### src/rtl/frame_writer.sv
// Splits a row-major RGB pixel stream into per-bit-plane writes for the
// dual-buffered, two-lane frame memory that led_driver scans out.
module frame_writer #(
    parameter int N_ROWS_MAX     = 64,
    parameter int N_COLS_MAX     = 256,
    parameter int BITDEPTH_MAX   = 8,
    parameter int CTRL_REG_WIDTH = 32,
    parameter int MEM_ADDR_WIDTH = $clog2(N_ROWS_MAX*N_COLS_MAX)-1
) (
    input  logic                        clk,
    input  logic                        ctrl_rst,
    input  logic                        ctrl_en,
    input  logic [CTRL_REG_WIDTH-1:0]   ctrl_n_rows,
    input  logic [CTRL_REG_WIDTH-1:0]   ctrl_n_cols,
    input  logic [CTRL_REG_WIDTH-1:0]   ctrl_bitdepth,
    input  logic                        rd_buffer,
    input  logic                        pix_valid,
    output logic                        pix_ready,
    input  logic                        pix_sof,
    input  logic [3*BITDEPTH_MAX-1:0]   pix_data,
    output logic                        mem_we,
    output logic                        mem_buffer,
    output logic [MEM_ADDR_WIDTH-1:0]   mem_addr,
    output logic [$clog2(BITDEPTH_MAX)-1:0] mem_bit,
    output logic [5:0]                  mem_dout,
    output logic [5:0]                  mem_wmask,
    output logic                        frame_done,
    output logic                        busy
);

    localparam int ROW_W = $clog2(N_ROWS_MAX);
    localparam int COL_W = $clog2(N_COLS_MAX);
    localparam int PL_W  = $clog2(BITDEPTH_MAX);
    localparam int BD_W  = $clog2(BITDEPTH_MAX+1);
    localparam int PIX_W = 3*BITDEPTH_MAX;

    typedef enum logic {IDLE, WRITE} state_t;

    state_t                     state_reg;
    logic [ROW_W-1:0]           row_reg;
    logic [COL_W-1:0]           col_reg;
    logic [PL_W-1:0]            plane_reg;
    logic [PIX_W-1:0]           pix_reg;
    logic [CTRL_REG_WIDTH-1:0]  n_rows_reg;
    logic [CTRL_REG_WIDTH-1:0]  n_cols_reg;
    logic [BD_W-1:0]            bd_reg;
    logic                       wr_buf_reg;
    logic                       frame_start_reg;

    logic                       accept;
    logic                       new_frame;
    logic [BD_W-1:0]            bd_clamped;

    logic [PIX_W-1:0]           src_pix;
    logic [ROW_W-1:0]           src_row;
    logic [COL_W-1:0]           src_col;
    logic [PL_W-1:0]            src_plane;
    logic [BD_W-1:0]            src_bd;
    logic [CTRL_REG_WIDTH-1:0]  src_n_rows;
    logic                       src_buf;

    logic                       bottom;
    logic [ROW_W-1:0]           srow;
    logic [PL_W-1:0]            bit_idx;
    logic [2:0]                 rgb_bits;
    logic [MEM_ADDR_WIDTH-1:0]  wr_addr;
    logic                       last_plane;
    logic                       col_end;
    logic                       row_end;

    assign accept    = (state_reg == IDLE) && pix_ready && pix_valid;
    assign new_frame = frame_start_reg || pix_sof;

    always_comb begin
        if (ctrl_bitdepth == '0)
            bd_clamped = BD_W'(1);
        else if (ctrl_bitdepth > CTRL_REG_WIDTH'(BITDEPTH_MAX))
            bd_clamped = BD_W'(BITDEPTH_MAX);
        else
            bd_clamped = BD_W'(ctrl_bitdepth);
    end

    // Source of the next write: the incoming pixel on acceptance, otherwise
    // the latched pixel advancing to the following plane.
    always_comb begin
        src_pix    = pix_reg;
        src_row    = row_reg;
        src_col    = col_reg;
        src_plane  = plane_reg + PL_W'(1);
        src_bd     = bd_reg;
        src_n_rows = n_rows_reg;
        src_buf    = wr_buf_reg;
        if (state_reg == IDLE) begin
            src_pix   = pix_data;
            src_plane = '0;
            if (new_frame) begin
                src_row    = '0;
                src_col    = '0;
                src_bd     = bd_clamped;
                src_n_rows = ctrl_n_rows;
                src_buf    = ~rd_buffer;
            end
        end
    end

    assign bottom  = CTRL_REG_WIDTH'(src_row) >= src_n_rows;
    assign srow    = bottom ? (src_row - src_n_rows[ROW_W-1:0]) : src_row;
    assign wr_addr = MEM_ADDR_WIDTH'(srow) * MEM_ADDR_WIDTH'(N_COLS_MAX)
                   + MEM_ADDR_WIDTH'(src_col);
    // With fewer planes than input bits, plane 0 maps to the lowest kept MSB.
    assign bit_idx = PL_W'(BITDEPTH_MAX - int'(src_bd) + int'(src_plane));

    generate
        for (genvar gi = 0; gi < 3; gi++) begin : g_chan
            logic [BITDEPTH_MAX-1:0] chan;
            assign chan         = src_pix[gi*BITDEPTH_MAX +: BITDEPTH_MAX];
            assign rgb_bits[gi] = chan[bit_idx];
        end
    endgenerate

    assign last_plane = (BD_W'(plane_reg) == bd_reg - BD_W'(1));
    assign col_end    = (CTRL_REG_WIDTH'(col_reg) == n_cols_reg - CTRL_REG_WIDTH'(1));
    assign row_end    = (CTRL_REG_WIDTH'(row_reg) == (n_rows_reg << 1) - CTRL_REG_WIDTH'(1));

    always_ff @(posedge clk or posedge ctrl_rst) begin
        if (ctrl_rst) begin
            state_reg       <= IDLE;
            row_reg         <= '0;
            col_reg         <= '0;
            plane_reg       <= '0;
            pix_reg         <= '0;
            n_rows_reg      <= '0;
            n_cols_reg      <= '0;
            bd_reg          <= '0;
            wr_buf_reg      <= 1'b0;
            frame_start_reg <= 1'b1;
            pix_ready       <= 1'b0;
            mem_we          <= 1'b0;
            mem_buffer      <= 1'b0;
            mem_addr        <= '0;
            mem_bit         <= '0;
            mem_dout        <= '0;
            mem_wmask       <= '0;
            frame_done      <= 1'b0;
            busy            <= 1'b0;
        end else begin
            frame_done <= 1'b0;
            case (state_reg)
                IDLE: begin
                    if (accept) begin
                        pix_reg    <= pix_data;
                        row_reg    <= src_row;
                        col_reg    <= src_col;
                        plane_reg  <= '0;
                        if (new_frame) begin
                            n_rows_reg      <= ctrl_n_rows;
                            n_cols_reg      <= ctrl_n_cols;
                            bd_reg          <= bd_clamped;
                            wr_buf_reg      <= ~rd_buffer;
                            frame_start_reg <= 1'b0;
                        end
                        state_reg  <= WRITE;
                        pix_ready  <= 1'b0;
                        busy       <= 1'b1;
                        mem_we     <= 1'b1;
                        mem_buffer <= src_buf;
                        mem_addr   <= wr_addr;
                        mem_bit    <= src_plane;
                        mem_dout   <= {rgb_bits, rgb_bits};
                        mem_wmask  <= bottom ? 6'b000111 : 6'b111000;
                    end else begin
                        pix_ready <= ctrl_en;
                    end
                end
                WRITE: begin
                    if (last_plane) begin
                        state_reg <= IDLE;
                        busy      <= 1'b0;
                        mem_we    <= 1'b0;
                        pix_ready <= ctrl_en;
                        if (col_end) begin
                            col_reg <= '0;
                            if (row_end) begin
                                row_reg         <= '0;
                                frame_done      <= 1'b1;
                                frame_start_reg <= 1'b1;
                            end else begin
                                row_reg <= row_reg + ROW_W'(1);
                            end
                        end else begin
                            col_reg <= col_reg + COL_W'(1);
                        end
                    end else begin
                        plane_reg  <= src_plane;
                        mem_addr   <= wr_addr;
                        mem_bit    <= src_plane;
                        mem_dout   <= {rgb_bits, rgb_bits};
                        mem_wmask  <= bottom ? 6'b000111 : 6'b111000;
                    end
                end
                default: state_reg <= IDLE;
            endcase
        end
    end

endmodule
### config.mk
export PLATFORM = sky130hd
export DESIGN_NAME = frame_writer
export DESIGN_NICKNAME = d
export VERILOG_FILES = /design/src/rtl/frame_writer.sv
export SDC_FILE = /design/constraint.sdc
export NUM_CORES = 1
export LEC_CHECK = 0
export BUFFER_PORTS_ARGS = -buffer_cell sky130_fd_sc_hd__buf_2
export CAP_MARGIN = 5
export CORE_ASPECT_RATIO = 1.75
export CORE_MARGIN = 3
export CORE_UTILIZATION = 50
export CTS_CLUSTER_DIAMETER = 200
export CTS_CLUSTER_SIZE = 10
export DETAILED_ROUTE_END_ITERATION = 6
export GPL_TIMING_DRIVEN = 0
export HOLD_SLACK_MARGIN = 0.05
export PLACE_DENSITY_LB_ADDON = 0.1
export SLEW_MARGIN = 20
export SYNTH_ARGS = -nofsm -noshare
export SYNTH_HDL_FRONTEND = slang
export SYNTH_SLANG_ARGS = --single-unit
### constraint.sdc
create_clock -name clk -period 3.3 [get_ports clk]
set_clock_uncertainty 0.1 [all_clocks]
set_input_delay 0 -clock clk [delete_from_list [all_inputs] [get_ports clk]]
set_output_delay 0 -clock clk [all_outputs]
set_load 0.05 [all_outputs]
==> results.cfg <==
[critical_path]
worst_r2r_endpoint = row_reg[1]
worst_reg2reg_path_length_in_cells = 9
criticalPathCategory = reg -> reg
crit_path_cell_trace = clkbuf_1 -> nor4_4 -> nand4_1 -> o21a_1 -> nor4_1 -> nand4b_1 -> or4b_4 -> or3_4 -> o22ai_2
worst_setup_path_start_kind = register
setup.reg_to_reg.worst_slack_ns = 0.05
cpMaxStageDelayCell = sky130_fd_sc_hd__or4b_4
worstReg2RegStart = n_cols_reg[6]
timing.critical_path.required_ns = 3.54
critical_path_cell_count = 9
critical-path-max-stage-delay_ns = 0.57
count_of_buffer_and_inverter_cells_on_the_critical_path = 1
cp_data_arrival_time_ns = 3.49
crit_start = n_cols_reg[6]
end_point_of_the_critical_path = row_reg[1]
crit_path_end_kind = register
critPathTopFamily = simple AND/OR/NAND/NOR gates
critical_path.max_fanout = 7

[sta]
worst_slack_ns = 0.0480
timing_max_transition_violations_final = 0
report.final.setup_viol = 0
period_minus_slack_ns = 3.25
max_slew_margin_vs_limit = 0.346
final-hold-violation-count = 0
timing_worst_slew_pin_value_ns = 0.977
fmax_mhz = 308
timing.hold.ws_ns = 0.0657
rsz0062_at_grt = yes
setup_total_negative_slack_ns = 0
final.period_utilization = 0.985

[synthesis]
synth_simple_gate_area_frac = 0.257
yosysMostFrequentCell = sky130_fd_sc_hd__nand2_1
netlist_instances = 825
synth_largest_area_cell = sky130_fd_sc_hd__dfrtp_1
netlist_area_um2 = 7580
synth_edf_count = 0
portion_of_synthesized_cell_area_occupied_by_the_leading_cell_type = 0.436
synth_xor_area_frac = 0.0324
synth_top_family_by_area = simple AND/OR/NAND/NOR gates
count_of_warnings_emitted_by_yosys = 0
post_synth_most_frequent_cells = 237 x sky130_fd_sc_hd__nand2_1, 132 x sky130_fd_sc_hd__dfrtp_1, 38 x sky130_fd_sc_hd__o21ai_0, 36 x sky130_fd_sc_hd__nor2_1, 33 x sky130_fd_sc_hd__clkbuf_1
syn-num-nets = 966
yosysSeqAreaShare = 0.439
yosys.area_share.adder = 0.0267
post_synth_mux_area_share = 0.101
postSynth.asyncResetShare = 1.00
synth_compound_gate_area_share = 0.105
top_cells_by_area_synth = sky130_fd_sc_hd__dfrtp_1 44%, sky130_fd_sc_hd__nand2_1 12%, sky130_fd_sc_hd__mux4_2 4.5%
syn_avg_cell_area_um2 = 9.19
ys_seq_elements = 133
yosys_most_used_dff = sky130_fd_sc_hd__dfrtp_1
synth.distinct_cells = 66

[cts]
clockRootBuffer = sky130_fd_sc_hd__clkbuf_16
clock_path_buffers = 2
cts.htree.levels = 4
cts_buffers = 17
cts.clk_slew.worst_paths_ns = 0.06
clk_latency_ns = 0.42
cts_sinks = 133
cts_tree = yes

[route]
route.detailed.wl_per_inst_um = 17.5
post-route-drc-count = 0
drt_first_iter_violations = 377
firstDrtPassIters = 5
post_drt_via_cell_ratio = 5.57
dr_total_vias = 7334
drt-total-wl_um = 23100
detail-route-antenna-nets = 0

[hold_path]
holdCritPathClass = in -> async

[global_route]
grt_pass1_wl_um = 37400
grt_max_degree = 34
grt_util_all_layers = 0.282
antenna_found_initial = 0
grt.overflow.total = 0
grt_pass1_vias = 7570

[floorplan]
rows = 58
start_util = 0.520
die_y_um = 169
die_area_um2 = 16700
design.portCount = 159
die_w_um = 99.1
core_region_area_um2 = 14600

[flow_run]
cap_violations = 0

[place]
place.detailed.instances = 1167
routabilityCongestion = 0.917
hpwlAfterDp_um = 16300
portBuffers = 158
pre_cts_slack_ns = -0.685

[run_status]
outcome = completed

[final_layout]
insertedDiodeCount = 0
fillers = 1087
final_cells = 1316
layout-drive-gt1-share = 0.279
final_net_count = 1265
flow.area_growth_from_synthesis_pct = 40.7

[power]
power_density_nw_per_um2 = 924
ir_drop_uv = 521
power_leakage_uw = 0.00494
-- final cells by class --
type | instances | area, um^2 | area share
Tap cell | 180 | 225 | 0.0211
Clock inverter | 11 | 174 | 0.0163
Timing Repair Buffer | 284 | 2040 | 0.192
Clock buffer | 20 | 467 | 0.0438
Inverter | 22 | 86.3 | 0.00809
Sequential cell | 133 | 3340 | 0.313
Buffer | 40 | 213 | 0.0199
Multi-Input combinational cell | 626 | 4120 | 0.386
-- logic make-up (layout without fill, tap and decap cells) --
logic type | Yosys count | after routing
xor gates and xnor gates | 28 | 28
DFF | 133 | 133
muxes | 54 | 54
and+or+nand+nor | 415 | 415
buffers and inverters | 66 | 377
AOI/OAI and AO/OA | 114 | 114
adders and majority gates | 15 | 15
-- worst min-delay path, delay by kind of cell --
family / cells / cell delay (ns)
buffers and inverters: 3 / 1.00
-- timing repair --
action / in CTS / in global routing
hold buffers: 98 / 0
pin swaps: 14 / 13
endpoints found under the hold margin: 164 / 0
gates resized for setup: 28 / 22
setup buffers: 16 / 9
setup endpoints to repair: 25 / 25
-- worst min-delay path by stage --
stage | start | to | cells after the start
after global routing | pix_sof | mem_addr[1] | 5
after detailed placement | ctrl_rst | mem_addr[11] | 2
after global placement | ctrl_n_cols[6] | n_cols_reg[6] | 3
final | ctrl_rst | mem_addr[11] | 3
after floorplan | ctrl_n_cols[10] | n_cols_reg[10] | 2
after CTS | ctrl_rst | pix_reg[20] | 3
-- metal layers --
metal  up-vias  routed length [um]  share of wire  GRT usage
met5         -                   0              0          0
met4         0                 984          0.043      0.125
met3        73                 891          0.039     0.0367
met2       217               12500           0.54      0.520
met1      3545                8660           0.38      0.320
li1       3499                   -              -          -
-- placed cells by master (no fill, tap or decap), types with 5 or more instances in the layout --
| cell | instances |
|---|---|
| sky130_fd_sc_hd__nand2_1 | 236 |
| sky130_fd_sc_hd__buf_2 | 158 |
| sky130_fd_sc_hd__dfrtp_1 | 127 |
| sky130_fd_sc_hd__dlygate4sd3_1 | 98 |
| sky130_fd_sc_hd__o21ai_0 | 35 |
| sky130_fd_sc_hd__nor2_1 | 33 |
| sky130_fd_sc_hd__buf_4 | 31 |
| sky130_fd_sc_hd__mux2_2 | 28 |
| sky130_fd_sc_hd__clkbuf_1 | 26 |
| sky130_fd_sc_hd__inv_1 | 21 |
| sky130_fd_sc_hd__nand3_1 | 20 |
| sky130_fd_sc_hd__nor4_1 | 18 |
| sky130_fd_sc_hd__clkbuf_16 | 17 |
| sky130_fd_sc_hd__nand4_1 | 15 |
| sky130_fd_sc_hd__nor3_1 | 15 |
| sky130_fd_sc_hd__xnor2_1 | 15 |
| sky130_fd_sc_hd__mux4_2 | 15 |
| sky130_fd_sc_hd__xor2_1 | 13 |
| sky130_fd_sc_hd__ha_1 | 11 |
| sky130_fd_sc_hd__and2_1 | 10 |
| sky130_fd_sc_hd__nand2b_1 | 10 |
| sky130_fd_sc_hd__a21oi_1 | 10 |
| sky130_fd_sc_hd__mux2i_1 | 10 |
| sky130_fd_sc_hd__a21o_1 | 9 |
| sky130_fd_sc_hd__o31ai_1 | 8 |
| sky130_fd_sc_hd__or3_1 | 7 |
| sky130_fd_sc_hd__nand3b_1 | 6 |
| sky130_fd_sc_hd__o21a_1 | 6 |
| sky130_fd_sc_hd__nor3b_1 | 5 |
| sky130_fd_sc_hd__or4_1 | 5 |
| sky130_fd_sc_hd__a31oi_1 | 5 |
| sky130_fd_sc_hd__nand4b_1 | 5 |
| sky130_fd_sc_hd__buf_12 | 5 |
| sky130_fd_sc_hd__dfrtp_2 | 5 |
-- stage by stage --
step,total power [uW],utilization,instance area (um^2)
floorplan,6110,-,7580
global placement,7160,0.590,8600
detailed placement,7270,0.595,8680
CTS,9690,0.723,10500
global route,10500,0.731,10700
finish,9860,0.731,10700
-- report_power, final --
| part | switching (uW) | leakage, uW | total, uW | internal, uW |
|---|---|---|---|---|
| sequential | 717 | 0.00167 | 3060 | 2340 |
| clock | 741 | 0.000305 | 2060 | 1320 |
| combinational | 2620 | 0.00297 | 4740 | 2110 |
No activity file was read; power rests on OpenSTA's default activity.
